`src/rtl/decoder_scan.sv`:
```
// One-hot decoder with direct and dwell-timed scan modes.
// Define DECODER_SCAN_ONESHOT_EN to stop a scan after one full pass.
module decoder_scan #(
  parameter int SEL_W   = 3,
  parameter int DWELL_W = 4
) (
  input  logic               clk,
  input  logic               rst_n,
  input  logic               en,
  input  logic               mode,
  input  logic               in_valid,
  input  logic [SEL_W-1:0]   sel,
  input  logic [DWELL_W-1:0] dwell,
  output logic [2**SEL_W-1:0] out,
  output logic               out_valid,
  output logic [SEL_W-1:0]   idx,
  output logic               wrap
);

  localparam int OUT_W = 2**SEL_W;

  localparam logic [OUT_W-1:0] ONE =
    {{(OUT_W-1){1'b0}}, 1'b1};
  localparam logic [SEL_W-1:0] SEL_ONE =
    {{(SEL_W-1){1'b0}}, 1'b1};
  localparam logic [DWELL_W-1:0] CNT_ONE =
    {{(DWELL_W-1){1'b0}}, 1'b1};

  typedef enum logic [1:0] {
    IDLE,
    DIRECT,
    SCAN
  } state_t;

  state_t             state_q;
  state_t             state_d;
  logic [SEL_W-1:0]   idx_d;
  logic [DWELL_W-1:0] cnt_q;
  logic [DWELL_W-1:0] cnt_d;
  logic [DWELL_W-1:0] dwell_q;
  logic [DWELL_W-1:0] dwell_d;
  logic               wrap_d;
  logic [OUT_W-1:0]   out_d;
  logic               vld_d;

  always_ff @(posedge clk or negedge rst_n) begin
    if (!rst_n) begin
      state_q   <= IDLE;
      idx       <= '0;
      cnt_q     <= '0;
      dwell_q   <= '0;
      wrap      <= 1'b0;
      out       <= '0;
      out_valid <= 1'b0;
    end else begin
      state_q   <= state_d;
      idx       <= idx_d;
      cnt_q     <= cnt_d;
      dwell_q   <= dwell_d;
      wrap      <= wrap_d;
      out       <= out_d;
      out_valid <= vld_d;
    end
  end

  always_comb begin
    state_d = state_q;
    idx_d   = idx;
    cnt_d   = cnt_q;
    dwell_d = dwell_q;
    wrap_d  = 1'b0;
    unique case (1'b1)
      !en: begin
        state_d = IDLE;
        idx_d   = '0;
        cnt_d   = '0;
      end
      en && in_valid: begin
        state_d = mode ? SCAN : DIRECT;
        idx_d   = sel;
        cnt_d   = '0;
        dwell_d = dwell;
      end
      en && !in_valid: begin
        unique case (state_q)
          SCAN: begin
            if (cnt_q == dwell_q) begin
              cnt_d = '0;
              idx_d = idx + SEL_ONE;
              if (&idx) begin
                wrap_d = 1'b1;
`ifdef DECODER_SCAN_ONESHOT_EN
                state_d = IDLE;
`endif
              end
            end else begin
              cnt_d = cnt_q + CNT_ONE;
            end
          end
          default: ;
        endcase
      end
      default: ;
    endcase
    // Decode from next-state so out never lags idx.
    vld_d = (state_d != IDLE);
    out_d = vld_d ? (ONE << idx_d) : '0;
  end

endmodule

```
`config.mk`:
```
export PLATFORM = sky130hd
export DESIGN_NAME = decoder_scan
export DESIGN_NICKNAME = d
export VERILOG_FILES = /design/src/rtl/decoder_scan.sv
export SDC_FILE = /design/constraint.sdc
export NUM_CORES = 1
export LEC_CHECK = 0
export BUFFER_PORTS_ARGS = -buffer_cell sky130_fd_sc_hd__buf_2
export CORE_UTILIZATION = 45
export CTS_BUF_LIST = sky130_fd_sc_hd__clkbuf_8
export DETAILED_ROUTE_END_ITERATION = 10
export GPL_TIMING_DRIVEN = 1
export PLACE_DENSITY_LB_ADDON = 0.15
export SLEW_MARGIN = 0
export SYNTH_ARGS = -nofsm -noshare
export SYNTH_HDL_FRONTEND = slang
export SYNTH_SLANG_ARGS = --single-unit
```
`constraint.sdc`:
```
create_clock -name clk -period 4.3 [get_ports clk]
set_clock_uncertainty 0.1 [all_clocks]
set_input_delay 0 -clock clk [delete_from_list [all_inputs] [get_ports clk]]
set_output_delay 0 -clock clk [all_outputs]
set_load 0.05 [all_outputs]
```
Word level (Yosys, flattened, before mapping)
Index checks and enable logic that the tools add are counted.
Widths: inputs -> output; s select.
{ "word_totals": {"reg_bits": 23, "latch_bits": 0, "ramBits": 0, "romBits": 0, "word_cells": 35, "n_memories": 0} }
{ "classes": {"add_sub_neg": 2, "multipliers": 0, "div_mod_pow": 0, "n_lt_le_gt_ge": 0, "eq_ne": 3, "shifts": 1, "muxes": 13, "n_bitwise": 0, "reduce_logical": 9} }
{ "op_table": {"columns": ["operator", "n"], "rows": [
  ["$pmux 3 s3", 1],
  ["$mux 4", 2],
  ["$mux 8", 1],
  ["$pmux 4 s2", 1],
  ["$shl 1x3->8 const A", 1],
  ["$mux 3", 2],
  ["$add 4x1->4 const B", 1],
  ["$eq 4x4->1", 1],
  ["$mux 1", 4],
  ["$pmux 2 s2", 1],
  ["$reduce_bool 2->1", 2],
  ["$add 3x1->3 const B", 1],
  ["$reduce_and 3->1", 1],
  ["$eq 2x2->1 const B", 1],
  ["$logic_and 1x1->1", 2],
  ["$logic_not 1->1", 2],
  ["$mux 2", 1],
  ["$ne 2x1->1 const B", 1],
  ["$reduce_and 2->1", 1],
  ["$reduce_or 2->1", 1]
]} }

Depth between registers and ports, before layout
Gate-level depths: netlist of the first run.
{ "depth": {"word_depth": 6, "depth_mapped": 7} }

Least setup slack after synthesis of the first run
No wires, ideal clock.
{ "synth_timing": {"path_kind": "reg-to-reg", "startpoint": "register cnt_q[1]", "endpoint": "register out[3]", "setup_ns": 0.073, "arrival_ns": 1.953, "required_time_ns": 4.127, "path_slack_ns": 2.174, "path_stages_with_launch": 7, "period_less_slack_ns": 2.126, "cell_sequence": "dfrtp_1 -> xor2_1 -> or4_4 -> buf_6 -> o221ai_4 -> or3b_1 -> nor2_1"} }
{ "synth_via": {"elab_chain_len": 6} }
{ "synth_lines": {"columns": ["item", "line", "text"], "rows": [
  ["start: declaration", "38", "logic [DWELL_W-1:0] cnt_q;"],
  ["start signal: assignment", "58", "cnt_q <= cnt_d;"],
  ["$eq 4x4->1", "87", "if (cnt_q == dwell_q) begin"],
  ["$mux 3", "87", null],
  ["$mux 3", "85", "unique case (state_q)"],
  ["$pmux 3 s3", "72", "unique case (1'b1)"],
  ["via idx_d[1]", "37", "logic [SEL_W-1:0] idx_d;"],
  ["$shl 1x3->8", "107", "out_d = vld_d ? (ONE << idx_d) : '0;"],
  ["$mux 8", "107", null],
  ["via out_d[3]", "43", "logic [OUT_W-1:0] out_d;"],
  ["end signal: assignment", "61", "out <= out_d;"],
  ["end: declaration", "14", "output logic [2**SEL_W-1:0] out,"]
]} }
The timed path passes the listed nets, and every way through them passes these cells.
A chain may end at the register's enable or synchronous reset.

Worst setup path after layout of the first run
{ "layout_timing": {"startpoint": "register cnt_q[0]", "endpoint": "register out[4]"} }
Same word-level chain as after synthesis.

==> metrics, run 1 <==
H-tree levels 1; Top-Level Pins 25; post-route ant nets 0; setup violators final 0; port bufs 24; area delta synth->final 21.7%; routed vias/inst 5.23; setup TNS 0 ps; syn_area_per_cell 11.4 µm²; EDFF count, synth 0; CP Data Arrival Time 2390 ps; die span in x 51.7 µm; Buf/Inv on CP 1; largest net degree at the start of global routing 24; Layout Cells excl Fill 157; Max clock buf depth 2; Yosys reg bits 23; multi-input logic area 504 µm²; highest clock rate roughly 0.43 GHz; Synth Instances 98; slowest stage cell, crit path a311oi_2; hold depth 3; Worst Setup Path Type flop to flop; final hold vios 0; Post-synth top cells dfrtp_1, nor2_1, a21oi_1, nand3_1; dpl cells 147; R2R setup slack roughly 2000 ps; CP required 4360 ps; Reg clk slew, reported paths 80 ps; Final HPWL DP 1570 µm; Min-Delay Path Class input pin to flop; register area share after synthesis 51.7%; main combinational cell family by area after synthesis simple AND/OR/NAND/NOR gates; GRT Util Overall 19.4%; Synth top area share 51.7%; area fraction in compound gates after synthesis 11.1%; crit path from cnt_q[0]; initial antenna violation count 0; Site Rows 17; Setup crit end kind flop; fillers 197; Synth cell types 29; Synth Cell Area 1110 µm²; worst skew pair latency about 260 ps; hold_ws around 22 ps; Worst setup endpoint out[4]; CP Launch Type flop; TritonCTS clock tree built; Die Y a little over 50 µm; Period minus WS final around 2300 ps; area of the core 2280 µm²; most common cell in the netlist dfrtp_1; leakage power figure 0.663 nW; Slew Limit Headroom 62.4%; critical-path cell list xor2_1 -> nor4_2 -> a21oi_1 -> a311oi_2 -> inv_2 -> nor4b_1; Tightest Pin Transition 557 ps; Final GP Congestion 0.842; Synth Warn # 0; xor/xnor cell area share of the yosys netlist around 3.1%; Residual DRC 0; final worst path period share 54.1%; CP Max Fanout 5; first-pass GRT wire length about 3700 µm; clk root buf clkbuf_8; starting density of the core 48.9%; critical path depth 6; cts bufs inserted 3; Reg area 576 µm²; adder-cell share of the synthesized area 3.37%; ant diodes 0; power per cell area 335 nW/µm²; simple-gate area share of the yosys netlist around 22%; delay-heaviest family, CP simple AND/OR/NAND/NOR gates; Detailed Route Iter0 Violations 14; total grt overflow 0; Total Wirelength 2170 µm; nets 145; fin util between 50% and 60%; max-slew violation count 0; multiplexer area fraction after synthesis 5.84%; Clock Sinks 23; FF-to-FF path depth 6; status completed; DR WL/cell ~14 µm; routed via count 821; Die ar. 2680 µm²; leading area contributor after synthesis dfrtp_1; FFs w/ async S/R, synth 100%; synth top area cells dfrtp_1, mux2_2, nor2_1, ha_1, xor2_1; net count after synthesis 113; Peak VDD IR 0.000221 V; vias in the first global route 820; Critical R2R Capture out[4]; unrepaired setup endpoints after global routing no; Max Cap Violations 0; reg-to-reg startpoint cnt_q[0]; ys flop type dfrtp_1; share of layout cells above drive strength 1 29.5%; delay of the slowest cell on the worst path 470 ps; drt pass-1 iters 4
==> worst min-delay path, delay by kind of cell <==
kind	cells	cell delay [ps]
buffers and inverters	2	180
AO/OA/AOI/OAI	1	160
==> cell type report <==
cell class,instances,share of cell area [%]
clock buffers,3,3.05
repair buffers,30,13.3
flip-flops and latches,23,42.5
inverters,4,1.11
clock inverters,1,0.277
multi-input cells,68,37.2
well taps,28,2.59
==> per-layer routing <==
layer	global-route usage, %	routed length, µm	vias up	share of wire, %
met5	0	0	-	0
met3	3.51	100	5	4.6
met4	10.4	43	0	2.0
met1	27.1	1100	376	51
met2	28.6	925	28	43
li1	-	-	412	-
==> flip-flops by register name, summed over array words and instances (netlist names) <==
name	count
out	8
wrap	1
state_q	2
out_valid	1
cnt_q	4
idx	3
dwell_q	4
==> where the power goes <==
part / switching (mW) / internal [mW] / leakage (nW)
clock network: 0.0675 / 0.0638 / 0.0269
registers: 0.00890 / 0.228 / 0.306
logic: 0.0556 / 0.0303 / 0.330
==> repair_timing <==
action	4_1_cts	5_1_grt
setup endpoints to repair	0	0
setup buffers	0	0
endpoints found under the hold margin	29	0
hold buffers	6	0
resized for setup	0	0
==> how the worst min path moves through the flow <==
stage	startpoint	to	slack [ps]
2_1_floorplan	rst_n	cnt_q[0]	-400
3_3_place_gp	rst_n	state_q[1]	-100
3_5_place_dp	rst_n	state_q[1]	-100
4_1_cts	sel[0]	idx[0]	30
5_1_grt	sel[0]	idx[0]	30
6_report	sel[0]	idx[0]	20
==> stage by stage <==
stage | setup slack, ps | area [µm²] | total power [mW]
4_1_cts | 1960 | 1360 | 0.457
6_report | 1970 | 1360 | 0.454
5_1_grt | 1780 | 1360 | 0.477
3_3_place_gp | 2040 | 1250 | 0.322
3_5_place_dp | 1990 | 1250 | 0.323
2_1_floorplan | 2170 | 1110 | 0.300
==> cells by family (layout without fill, tap and decap cells) <==
| logic type | Yosys count | after routing |
|---|---|---|
| XOR/XNOR | 4 | 4 |
| AND/OR/NAND/NOR | 41 | 41 |
| buffers and inverters | 7 | 38 |
| multiplexers | 6 | 6 |
| adder cells (fa/ha/maj) | 3 | 3 |
| flip-flops | 23 | 23 |
| AO/OA/AOI/OAI | 14 | 14 |
==> placed cells by master, fill, tap and decap left out <==
cell	instances
o221ai_2	1
nand2b_1	3
nor2b_1	4
o221ai_4	1
nor4b_1	3
or4_1	1
o21ai_0	1
ha_1	3
nor3_1	2
dfrtp_1	23
a21oi_1	6
or3b_1	1
a311oi_2	1
xor2_1	4
nor2_1	12
buf_2	24
or4_4	1
nand2_1	3
and3b_1	2
nand3_1	6
mux2_2	4
inv_2	1
inv_1	4
mux2i_1	2
a22oi_1	2
clkbuf_8	3
or3_1	1
o41ai_1	2
nor4_2	2
dlygate4sd3_1	6
Power figures use the tool's default switching activity.
==> run 2: changes to the inputs <==
==> constraint.sdc (replaced) <==
create_clock -name clk -period 2.4 [get_ports clk]
set_clock_uncertainty 0.1 [all_clocks]
set_input_delay 0 -clock clk [delete_from_list [all_inputs] [get_ports clk]]
set_output_delay 0 -clock clk [all_outputs]
set_load 0.05 [all_outputs]
==> metrics, run 2 (synthesized netlist as in run 1, its figures left out) <==
delay-heaviest family, CP simple AND/OR/NAND/NOR gates; Detailed Route Iter0 Violations 11; Final WS setup 180 ps; area delta synth->final 23.3%; routed vias/inst about 5.2; H-tree levels 1; post-route ant nets 0; # resized after CTS 0; max reg flops 8; unrepaired setup endpoints after global routing no; DR WL/cell roughly 14 µm; Min-Delay Path Class input pin to flop; TritonCTS clock tree built; Period minus WS final roughly 2200 ps; Slew Limit Headroom 62.4%; Tightest Pin Transition between 500 and 600 ps; max-slew violation count 0; Final GP Congestion between 0.8 and 0.9; port bufs 24; status completed; final hold vios 0; CP Launch Type flop; leakage power figure 0.671 nW; Die Y 51.7 µm; fin util 60.3%; setup TNS 0 ps; worst skew pair latency between 200 and 300 ps; ant diodes 0; fillers 195; Worst Setup Path Type flop to flop; Reg clk slew, reported paths 80 ps; Buf/Inv on CP 1; Peak VDD IR 0.000397 V; starting density of the core 48.9%; initial antenna violation count 0; Die ar. 2680 µm²; Setup crit end kind flop; Top-Level Pins 25; CP required 2460 ps; total grt overflow 0; slowest stage cell, crit path or4_4; Final HPWL DP 1570 µm; Site Rows 17; pre-CTS setup slack 88.3 ps; highest clock rate 0.451 GHz; area of the core around 2300 µm²; share of layout cells above drive strength 1 around 30%; nets around 150; Clock Sinks 23; die span in x 51.7 µm; Largest regs out (8), cnt_q (4), dwell_q (4); Residual DRC 0; Pwr Total 816 µW; clk root buf clkbuf_8; vias in the first global route 820; Top reg by flops out; cts bufs inserted 3; setup violators final 0; CP Data Arrival Time between 2000 and 2500 ps; final worst path period share 92.5%; hold_ws 58.5 ps; CP Max Fanout 6; delay of the slowest cell on the worst path 600 ps; GRT Util Overall between 10% and 20%; first-pass GRT wire length 3750 µm; critical-path cell list xor2_1 -> or4_4 -> nor4_2 -> a311oi_2 -> buf_4 -> nor4b_1; power per cell area 595 nW/µm²; largest net degree at the start of global routing 24; commonest non-fill, non-tap cell in the layout buf_2; routed via count 829; most frequent cells in the layout buf_2, dfrtp_1, nor2_1; Total Wirelength 2190 µm; drt pass-1 iters 4; Max clock buf depth 2; Max Cap Violations 0
-- run 2: cell types whose count changed in the layout (fill, tap and decap cells not counted) --
cell	change
dlygate4sd3_1	+1
buf_4	+1
-- run 2: worst paths after layout --
| path | from | endpoint | slack, ps | cells past startpoint |
|---|---|---|---|---|
| min in group asynchronous | rst_n | state_q[1] | 140 | 2 |
| setup / recovery | cnt_q[0] | out[5] | 180 | 6 |
| hold reg to reg | dwell_q[3] | dwell_q[3] | 440 | 1 |
| hold / removal | en | idx[0] | 60 | 3 |
| max in group asynchronous | rst_n | out[0] | 1720 | 2 |
| setup reg to reg | cnt_q[0] | out[5] | 180 | 6 |
-- run 2: tightest hold or removal path: cells and delay by family --
kind                   cells  cell delay, ps
buffers and inverters      2             240
AO/OA/AOI/OAI              1             150
-- run 2: repair_timing --
item,CTS,global route
setup buffers,0,1
hold buffers,6,1
hold endpoints to repair,29,2
endpoints found under the setup margin,0,1
-- run 2: power by group --
part,internal [mW],switching (mW)
sequential,0.408,0.0160
combinational,0.0565,0.100
clock,0.114,0.121
-- run 2: stage by stage --
stage	area (µm²)	instances
after global routing	1370	159
after global placement	1250	147
after detailed placement	1250	147
final	1370	159
after floorplan	1110	98
after CTS	1360	157
-- run 2: routing by layer --
metal	up-vias	routed length (µm)	track usage, %
li1	416	-	-
met1	383	1100	27.1
met2	25	951	28.6
met3	5	92	3.51
met4	0	43	10.4
met5	-	0	0
-- run 2: area by class of cell --
class	count	area, µm²	area share [%]
clock buffers	3	41.3	3.01
multi-input cells	68	504	36.7
well taps	28	35.0	2.55
inverters	4	15.0	1.09
clock inverters	1	3.75	0.273
flip-flops and latches	23	576	41.9
repair buffers	32	198	14.4
